[config.mk]
export PLATFORM = sky130hd
export DESIGN_NAME = ps2_host_tx
export DESIGN_NICKNAME = d
export VERILOG_FILES = /design/src/rtl/ps2_host_tx.sv
export SDC_FILE = /design/constraint.sdc
export NUM_CORES = 1
export LEC_CHECK = 0
export ABC_AREA = 1
export BUFFER_PORTS_ARGS = -buffer_cell sky130_fd_sc_hd__buf_2
export CAP_MARGIN = 25
export CORE_MARGIN = 2
export CORE_UTILIZATION = 45
export DETAILED_ROUTE_END_ITERATION = 12
export SLEW_MARGIN = 40
export SYNTH_ARGS = -nofsm -noshare
export SYNTH_HDL_FRONTEND = slang
export SYNTH_SLANG_ARGS = --single-unit
[constraint.sdc]
create_clock -name clk -period 4 [get_ports clk]
set_input_delay 0.4 -clock clk [delete_from_list [all_inputs] [get_ports clk]]
set_output_delay 0.4 -clock clk [all_outputs]
set_load 0.02 [all_outputs]
[src/rtl/ps2_host_tx.sv]
// ps2_host_tx: host-to-device PS/2 command transmitter.
// Sequence: inhibit the clock line, request-to-send, shift the byte on
// device-generated clock edges, sample the device acknowledge, then wait
// for the bus to go idle. Drives the shared pins open-drain through *_oe.
// Optional build macro PS2_TX_FILTER_EN adds a 4-sample glitch filter on
// the synchronized PS/2 clock before falling-edge detection.
//
// Handshake (valid/ready): a byte is transferred on a rising clk edge where
// tx_valid && tx_ready are both 1. tx_data must be stable on that edge.
// tx_ready is 0 for the whole transfer and during the done/error pulse
// cycle, so tx_valid held high while busy is ignored (no queueing).
module ps2_host_tx #(
  parameter int C_CLK_HZ     = 25000000,
  parameter int C_INHIBIT_US = 120,
  parameter int C_TIMEOUT_US = 15000
) (
  input  logic       clk,
  input  logic       reset,
  input  logic [7:0] tx_data,
  input  logic       tx_valid,
  output logic       tx_ready,
  input  logic       ps2_clk_i,
  input  logic       ps2_data_i,
  output logic       ps2_clk_oe,
  output logic       ps2_data_oe,
  output logic       busy,
  output logic       done,
  output logic       ack_ok,
  output logic       error,
  output logic [2:0] dbg_state
);

  localparam int N_INH = (C_CLK_HZ / 1000000) * C_INHIBIT_US;
  localparam int N_TO  = (C_CLK_HZ / 1000000) * C_TIMEOUT_US;
  localparam int INH_W = $clog2(N_INH + 1);
  localparam int TO_W  = $clog2(N_TO + 1);

  // Start bit goes out one cycle before the clock line is released.
  localparam logic [INH_W-1:0] INH_START = INH_W'(N_INH - 2);
  localparam logic [INH_W-1:0] INH_LAST  = INH_W'(N_INH - 1);
  localparam logic [TO_W-1:0]  TO_LAST   = TO_W'(N_TO - 1);

  typedef enum logic [2:0] {
    S_IDLE      = 3'd0,
    S_INHIBIT   = 3'd1,
    S_REQ       = 3'd2,
    S_SHIFT     = 3'd3,
    S_ACK       = 3'd4,
    S_WAIT_IDLE = 3'd5
  } state_t;

  state_t            state_q;
  logic              tx_ready_q;
  logic              clk_oe_q;
  logic              data_oe_q;
  logic              busy_q;
  logic              done_q;
  logic              ack_ok_q;
  logic              error_q;
  logic              ack_bit_q;
  logic [9:0]        frame_q;
  logic [3:0]        bit_cnt_q;
  logic [INH_W-1:0]  inh_cnt_q;
  logic [TO_W-1:0]   to_cnt_q;

  logic              clk_s1_q, clk_s2_q;
  logic              data_s1_q, data_s2_q;
  logic              clk_prev_q;
  logic              clk_lvl;
  logic              fe;

  logic              parity_d;
  logic [9:0]        frame_d;

  // Frame shifted out after the start bit: 8 data bits LSB first, odd
  // parity, stop bit (1 = released line).
  assign parity_d = ~^tx_data;
  assign frame_d  = {1'b1, parity_d, tx_data};

  // Two-stage synchronizers for both pins; idle level of the bus is high.
  always_ff @(posedge clk) begin
    if (reset) begin
      clk_s1_q  <= 1'b1;
      clk_s2_q  <= 1'b1;
      data_s1_q <= 1'b1;
      data_s2_q <= 1'b1;
    end else begin
      clk_s1_q  <= ps2_clk_i;
      clk_s2_q  <= clk_s1_q;
      data_s1_q <= ps2_data_i;
      data_s2_q <= data_s1_q;
    end
  end

`ifdef PS2_TX_FILTER_EN
  logic       filt_q;
  logic [1:0] filt_cnt_q;

  // Filtered clock follows the synchronized clock only after it has
  // disagreed with the filtered value for 4 consecutive samples.
  always_ff @(posedge clk) begin
    if (reset) begin
      filt_q     <= 1'b1;
      filt_cnt_q <= 2'd0;
    end else if (clk_s2_q == filt_q) begin
      filt_cnt_q <= 2'd0;
    end else if (filt_cnt_q == 2'd3) begin
      filt_q     <= clk_s2_q;
      filt_cnt_q <= 2'd0;
    end else begin
      filt_cnt_q <= filt_cnt_q + 2'd1;
    end
  end

  assign clk_lvl = filt_q;
`else
  assign clk_lvl = clk_s2_q;
`endif

  // Previous clock level for falling-edge detection.
  always_ff @(posedge clk) begin
    if (reset) begin
      clk_prev_q <= 1'b1;
    end else begin
      clk_prev_q <= clk_lvl;
    end
  end

  assign fe = clk_prev_q & ~clk_lvl;

  // Transfer state machine; every output is registered here.
  always_ff @(posedge clk) begin
    if (reset) begin
      state_q    <= S_IDLE;
      tx_ready_q <= 1'b0;
      clk_oe_q   <= 1'b0;
      data_oe_q  <= 1'b0;
      busy_q     <= 1'b0;
      done_q     <= 1'b0;
      ack_ok_q   <= 1'b0;
      error_q    <= 1'b0;
      ack_bit_q  <= 1'b0;
      frame_q    <= '0;
      bit_cnt_q  <= 4'd0;
      inh_cnt_q  <= '0;
      to_cnt_q   <= '0;
    end else begin
      done_q   <= 1'b0;
      error_q  <= 1'b0;
      ack_ok_q <= 1'b0;

      if (state_q == S_IDLE) begin
        clk_oe_q  <= 1'b0;
        data_oe_q <= 1'b0;
        busy_q    <= 1'b0;
        // Ready comes up one cycle after reset release or after done/error.
        if (!tx_ready_q) begin
          tx_ready_q <= 1'b1;
        end else if (tx_valid) begin
          frame_q    <= frame_d;
          tx_ready_q <= 1'b0;
          busy_q     <= 1'b1;
          clk_oe_q   <= 1'b1;
          inh_cnt_q  <= '0;
          state_q    <= S_INHIBIT;
        end
      end else if (state_q == S_INHIBIT) begin
        inh_cnt_q <= inh_cnt_q + INH_W'(1);
        if (inh_cnt_q == INH_START) begin
          data_oe_q <= 1'b1;
        end
        if (inh_cnt_q == INH_LAST) begin
          clk_oe_q <= 1'b0;
          to_cnt_q <= '0;
          state_q  <= S_REQ;
        end
      end else begin
        // Device-clocked phases share one edge-gap watchdog.
        if (fe) begin
          to_cnt_q <= '0;
        end else begin
          to_cnt_q <= to_cnt_q + TO_W'(1);
        end

        if (!fe && (to_cnt_q == TO_LAST)) begin
          error_q   <= 1'b1;
          clk_oe_q  <= 1'b0;
          data_oe_q <= 1'b0;
          busy_q    <= 1'b0;
          state_q   <= S_IDLE;
        end else begin
          case (state_q)
            S_REQ: begin
              if (fe) begin
                data_oe_q <= ~frame_q[0];
                bit_cnt_q <= 4'd1;
                state_q   <= S_SHIFT;
              end
            end
            S_SHIFT: begin
              // Edges 2..10: remaining data bits, parity, then stop.
              if (fe) begin
                data_oe_q <= ~frame_q[bit_cnt_q];
                bit_cnt_q <= bit_cnt_q + 4'd1;
                if (bit_cnt_q == 4'd9) begin
                  state_q <= S_ACK;
                end
              end
            end
            S_ACK: begin
              // Device pulls data low on the 11th edge to acknowledge.
              if (fe) begin
                ack_bit_q <= ~data_s2_q;
                state_q   <= S_WAIT_IDLE;
              end
            end
            S_WAIT_IDLE: begin
              if (clk_lvl && data_s2_q) begin
                done_q   <= 1'b1;
                ack_ok_q <= ack_bit_q;
                busy_q   <= 1'b0;
                state_q  <= S_IDLE;
              end
            end
            default: begin
              state_q <= S_IDLE;
            end
          endcase
        end
      end
    end
  end

  assign tx_ready    = tx_ready_q;
  assign ps2_clk_oe  = clk_oe_q;
  assign ps2_data_oe = data_oe_q;
  assign busy        = busy_q;
  assign done        = done_q;
  assign ack_ok      = ack_ok_q;
  assign error       = error_q;
  assign dbg_state   = state_q;

endmodule
# Word level (Yosys, flattened, before mapping)
# Cells that the tools add are included.
[totals] register_bits=61 inputBits=13 wordCells=125 out_inout_bits=10
[op_classes] bitwise=10 addsub=3 magnitude_cmp=1 muxes=45 n_eq_ne=24 n_reduce_logical=24
[ops] op="2-to-1 mux 19 bit" n=3
[ops] op="2-to-1 mux 12 bit" n=4
[ops] op="2-to-1 mux 3 bit" n=11
[ops] op="inequality test 5 bit, second input constant" n=5
[ops] op="== test 12 bit, second input constant" n=2
[ops] op="2-to-1 mux 1 bit" n=21
[ops] op="adder 19 x 1 -> 19 bit, second input constant" n=1
[ops] op="== test 19 bit, second input constant" n=1
[ops] op="adder 12 x 1 -> 12 bit, second input constant" n=1
[ops] op="case mux 3 bit (4 select lines)" n=1
[ops] op="inequality test 2 bit, second input constant" n=5
[ops] op="NOT 1 bit" n=9
[ops] op="AND reduction 3 bit" n=3
[ops] op="nonzero test 3 bit" n=3
[ops] op="2-to-1 mux 4 bit" n=2
[ops] op="inequality test 4 bit, second input constant" n=2
[ops] op="case mux 4 bit (2 select lines)" n=1
[ops] op="AND reduction 8 bit" n=1
[ops] op="XNOR reduction 8 bit" n=1
[ops] op="== test 3 x 2 -> 1 bit, second input constant" n=2
[ops] op="== test 3 bit, second input constant" n=2
[ops] op="AND reduction 6 bit" n=1
[ops] op="OR reduction 6 bit" n=1
[ops] op="less-than comparator 4 x 5 -> 1 bit, second input constant" n=1
[ops] op="other kinds (19)" n=23

# Logic depth before layout (Yosys ltp)
[logic_depth] depth_word=7 depth_mapped=11 ltp_nobuf=11

# Least setup slack after synthesis
# OpenSTA, ideal clock, no wires.
[synth_timing] path_type="register to register" startpoint="register state_q[1] (netlist: dbg_state[1])" endpoint="register to_cnt_q[12]" path_buffers=2 slack_ns=2.395 period_less_slack_ns=1.605 required_ns=3.884 arrival_time_ns=1.490 setup_ns=0.116 path_stages_with_launch=10 cell_sequence="dfxtp_1 -> inv_1 -> nand3_4 -> inv_2 -> nand2_4 -> nand2_4 -> buf_8 -> buf_8 -> nor3_2 -> nor2_1"
[synth_via] elab_chain_cells=3 elab_cells_between_ends=6 classes_between="2 x eq/ne; 1 x mux; 1 x bitwise; 2 x reduce/logical"
[synth_lines] element="from (decl)" line="52" rtl="state_t state_q;"
[synth_lines] element="from (signal assigned)" line="134" rtl="state_q <= S_IDLE;"
[synth_lines] element="from (signal assigned)" line="165" rtl="state_q <= S_INHIBIT;"
[synth_lines] element="from (signal assigned)" line="175" rtl="state_q <= S_REQ;"
[synth_lines] element="== test 3 x 1 -> 1 bit or zero test 3 bit (tied branches)" line="167, 152"
[synth_lines] element="inequality test 2 x 1 -> 1 bit (no source line) or NOT 1 bit (tied branches)"
[synth_lines] element="AND reduction 2 bit (no source line)"
[synth_lines] element="to (signal assigned)" line="182" rtl="to_cnt_q <= to_cnt_q + TO_W'(1);"
[synth_lines] element="to (decl)" line="64" rtl="logic [TO_W-1:0] to_cnt_q;"
# Several ways; a longest one is shown, not always the timed one.
# A chain may end at the register's enable or synchronous reset.

# Worst setup path in the final report
[layout_timing] startpoint="register to_cnt_q[1]" endpoint="register state_q[0] (netlist: dbg_state[0])"
[layout_via] elab_chain_cells=5 elab_cells_between_ends=11 classes_between="6 x eq/ne; 3 x mux; 2 x reduce/logical"
[layout_lines] element="== test 19 bit (*)" line="185" rtl="if (!fe && (to_cnt_q == TO_LAST)) begin"
[layout_lines] element="logical AND 1 bit (*)" line="185"
[layout_lines] element="branches (longest 3 deep; another with AND reduction 8 bit)"
[layout_lines] element="to (signal assigned)" line="165"
[layout_lines] element="to (signal assigned)" line="175"
[layout_lines] element="to (signal assigned)" line="190" rtl="state_q <= S_IDLE;"
# Mark *: on every way between the ends.

==> run_results.csv <==
group,metric,value,unit
status,status,"complete, no violations",
critical_path,crit_top_cell,"nand2_1",
clocking,clkLatencyLatePin,340,ps
grt,grt_max_degree,25,
critical_path,crit_chain,"ha_1, nand2_1, inv_1, nand2_1, nor2_1, nand3_1, nand3_1, nand2_1, nand2_1, nand2_1, nor2_1",
synthesis,synth_ff_type,"dfxtp_1",
critical_path,crit_path_start_kind,"flop",
die,core-area,7210,sq um
cells_and_area,multi_input_area,1800,sq um
synthesis,yosysSeqAreaShare,0.364,
synthesis,syn_area,3350,sq um
worst_hold_path,hold_path.startpoint,"ps2_clk_i",
grt,antenna_found_initial,0,
clocking,cts_tree,"done",
critical_path,arrival,2140,ps
critical_path,rr_worst_depth,11,
synthesis,synth_cell_type_count,34,
synthesis,avgSynthCellArea,6.70,sq um
clocking,hold_buffers,0,
critical_path,critPathMaxFanout,7,
critical_path,crit_required,4270,ps
routing,drt_iter0_drc,157,
die,rows,31,
clocking,numCtsBuffers,9,
synthesis,syn_nets,518,
worst_hold_path,hold_depth,2,
die,die_area,8150,sq um
grt,grt_remaining_overflow,0,
critical_path,critPathKind,"reg -> reg",
grt,first_global_vias,2840,
routing,wire_per_inst,12.1,um
synthesis,synthTopCellsByCount,"113 x nand2_1, 66 x nor2_1, 64 x inv_1, 61 x dfxtp_1, 36 x a21oi_1",
worst_hold_path,hp-class,"in -> reg",
routing,drtPass1Iterations,4,
routing,vias,3141,
clocking,cts_setup_buffers,0,
cells_and_area,drive_gt1_frac,0.144,
die,die_height,90.3,um
sta,slew_headroom,0.599,
clocking,clk_pin_slew_worst_paths,70,ps
clocking,cts_buffer_depth,2,
place,place_area,3530,sq um
routing,drc_errors,0,
synthesis,synth_top_area_frac,0.364,
critical_path,cp.depth,11,
cells_and_area,diodes,0,
grt,grt_pass1_wl,13.3,mm
run,max_cap_viol_count,0,
place,routabilityCongestion,0.855,
place,dp.final_hpwl,5.53,mm
sta,skew,9.55,ps
clocking,cts-root-buf,"clkbuf_8",
synthesis,synthCells,500,
routing,antenna_left,0,
critical_path,crit_path_start,"to_cnt_q[1]",
die,die_w,90.3,um
synthesis,synth_edf_count,0,
cells_and_area,nNetsFinal,542,
grt,grt_usage,0.199,
routing,via_per_inst,5.00,
sta,max_freq,535,MHz
critical_path,cp_slowest_cell,"dfxtp_1",
sta,finalSetupViolCount,0,
power_and_ir_drop,cellPowerDensity,496,nW/um^2
cells_and_area,design_area,3720,sq um
synthesis,synth_warnings,0,
critical_path,worst-path-buf-inv,1,
cells_and_area,areaGrowthSynthToFinish,11.0,%
sta,rsz0062_at_grt,"false",
synthesis,ys_seq_elements,61,
critical_path,endpoint_kind,"flop",
synthesis,synth.most_common_cell,"nand2_1",
sta,maxSlewViolCount,0,
cells_and_area,fill_cells,776,
cells_and_area,regArea,1220,sq um
critical_path,crit_family,"simple AND/OR/NAND/NOR gates",
place,portBuffers,22,
critical_path,timing.rr.start,"to_cnt_q[1]",
sta,hold_violations,0,
synthesis,yosys-top-cells-area,"dfxtp_1 36%, nand2_1 13%, nor2_1 7.4%, inv_1 7.2%, a21oi_1 5.4%",
sta,fin_crit,1870,ps
die,io_pins,23,
routing,totalWireLength,7.60,mm
clocking,htree_levels,3,
power_and_ir_drop,ir_drop,0.000229,V
sta,fin_crit_sh,0.467,
critical_path,cpPeakStageDelay,380,ps
synthesis,yosys.area.top_type,"dfxtp_1",
sta,worst_pin_slew,601,ps
die,initial_core_util,0.465,
synthesis,synth_async_sr_flop_share,0,
clocking,cts-resized-gates,0,
sta,setup_tns,0,ps
clocking,cts.sinks,61,
power_and_ir_drop,p_leak,1.50,nW
final timing paths:
kind / end / slack [ps]
worst max-delay path: dbg_state[0] / 2130
worst min-delay path: clk_s1_q / 240
worst min register to register: clk_lvl / 410
worst max register to register: dbg_state[0] / 2130
cells in the final DEF (no fill, tap or decap), types with 5 or more instances in the layout:
cell type	n
buf_2	22
o21ai_0	19
xnor2_1	6
or2_2	6
inv_2	7
nand4_1	16
inv_1	64
nand3_1	34
o21ai_1	7
ha_1	5
a21oi_1	36
dfxtp_1	61
nor3_1	16
clkbuf_8	10
nand2_1	113
nor3_2	6
nor2_1	66
nand2_2	5
registers in the layout (all words and copies together), names as in the netlist:
name         flops
ack_bit_q        1
to_cnt_q        19
done             1
ps2_data_oe      1
bit_cnt_q        4
busy             1
dbg_state        3
ps2_clk_oe       1
inh_cnt_q       12
error            1
tx_ready         1
clk_prev_q       1
ack_ok           1
clk_s1_q         1
clk_lvl          1
frame_q         10
data_s2_q        1
data_s1_q        1
cell families after synthesis:
logic type      count (synthesis)  synth area share
buf+inv                        81            0.0989
fa+ha+maj                       5            0.0187
xor+xnor                        9            0.0235
compound gates                 71             0.116
simple gates                  273             0.379
flops                          61             0.364
per-stage QoR:
step	utilization	instances	setup slack [ps]	hold WS [ps]	total power, mW
after CTS	0.516	628	2130	234	1.86
after floorplan	-	500	2390	389	1.20
final	0.516	628	2130	245	1.84
after global placement	0.489	612	2140	396	1.30
after detailed placement	0.489	612	2140	394	1.31
after global routing	0.516	628	1920	233	1.95
layer usage:
layer,global-route usage,up-vias,wire length (um)
met1,0.297,1408,4000
met4,0.0615,0,86
met5,0,-,0
met3,0.0434,11,311
met2,0.288,63,3200
li1,-,1659,-
where the power goes:
group / internal [mW] / switching [mW]
Combinational: 0.160 / 0.414
Sequential: 0.667 / 0.0514
Clock: 0.303 / 0.247
Total: 1.13 / 0.713
cell type report:
| cell class | count | area share |
|---|---|---|
| multi-input cells | 358 | 0.484 |
| inverters | 72 | 0.0733 |
| clock inverters | 4 | 0.0128 |
| flip-flops and latches | 61 | 0.328 |
| clock buffers | 12 | 0.0390 |
| repair buffers | 22 | 0.0296 |
| well taps | 99 | 0.0333 |
Power figures use the tool's default switching activity.
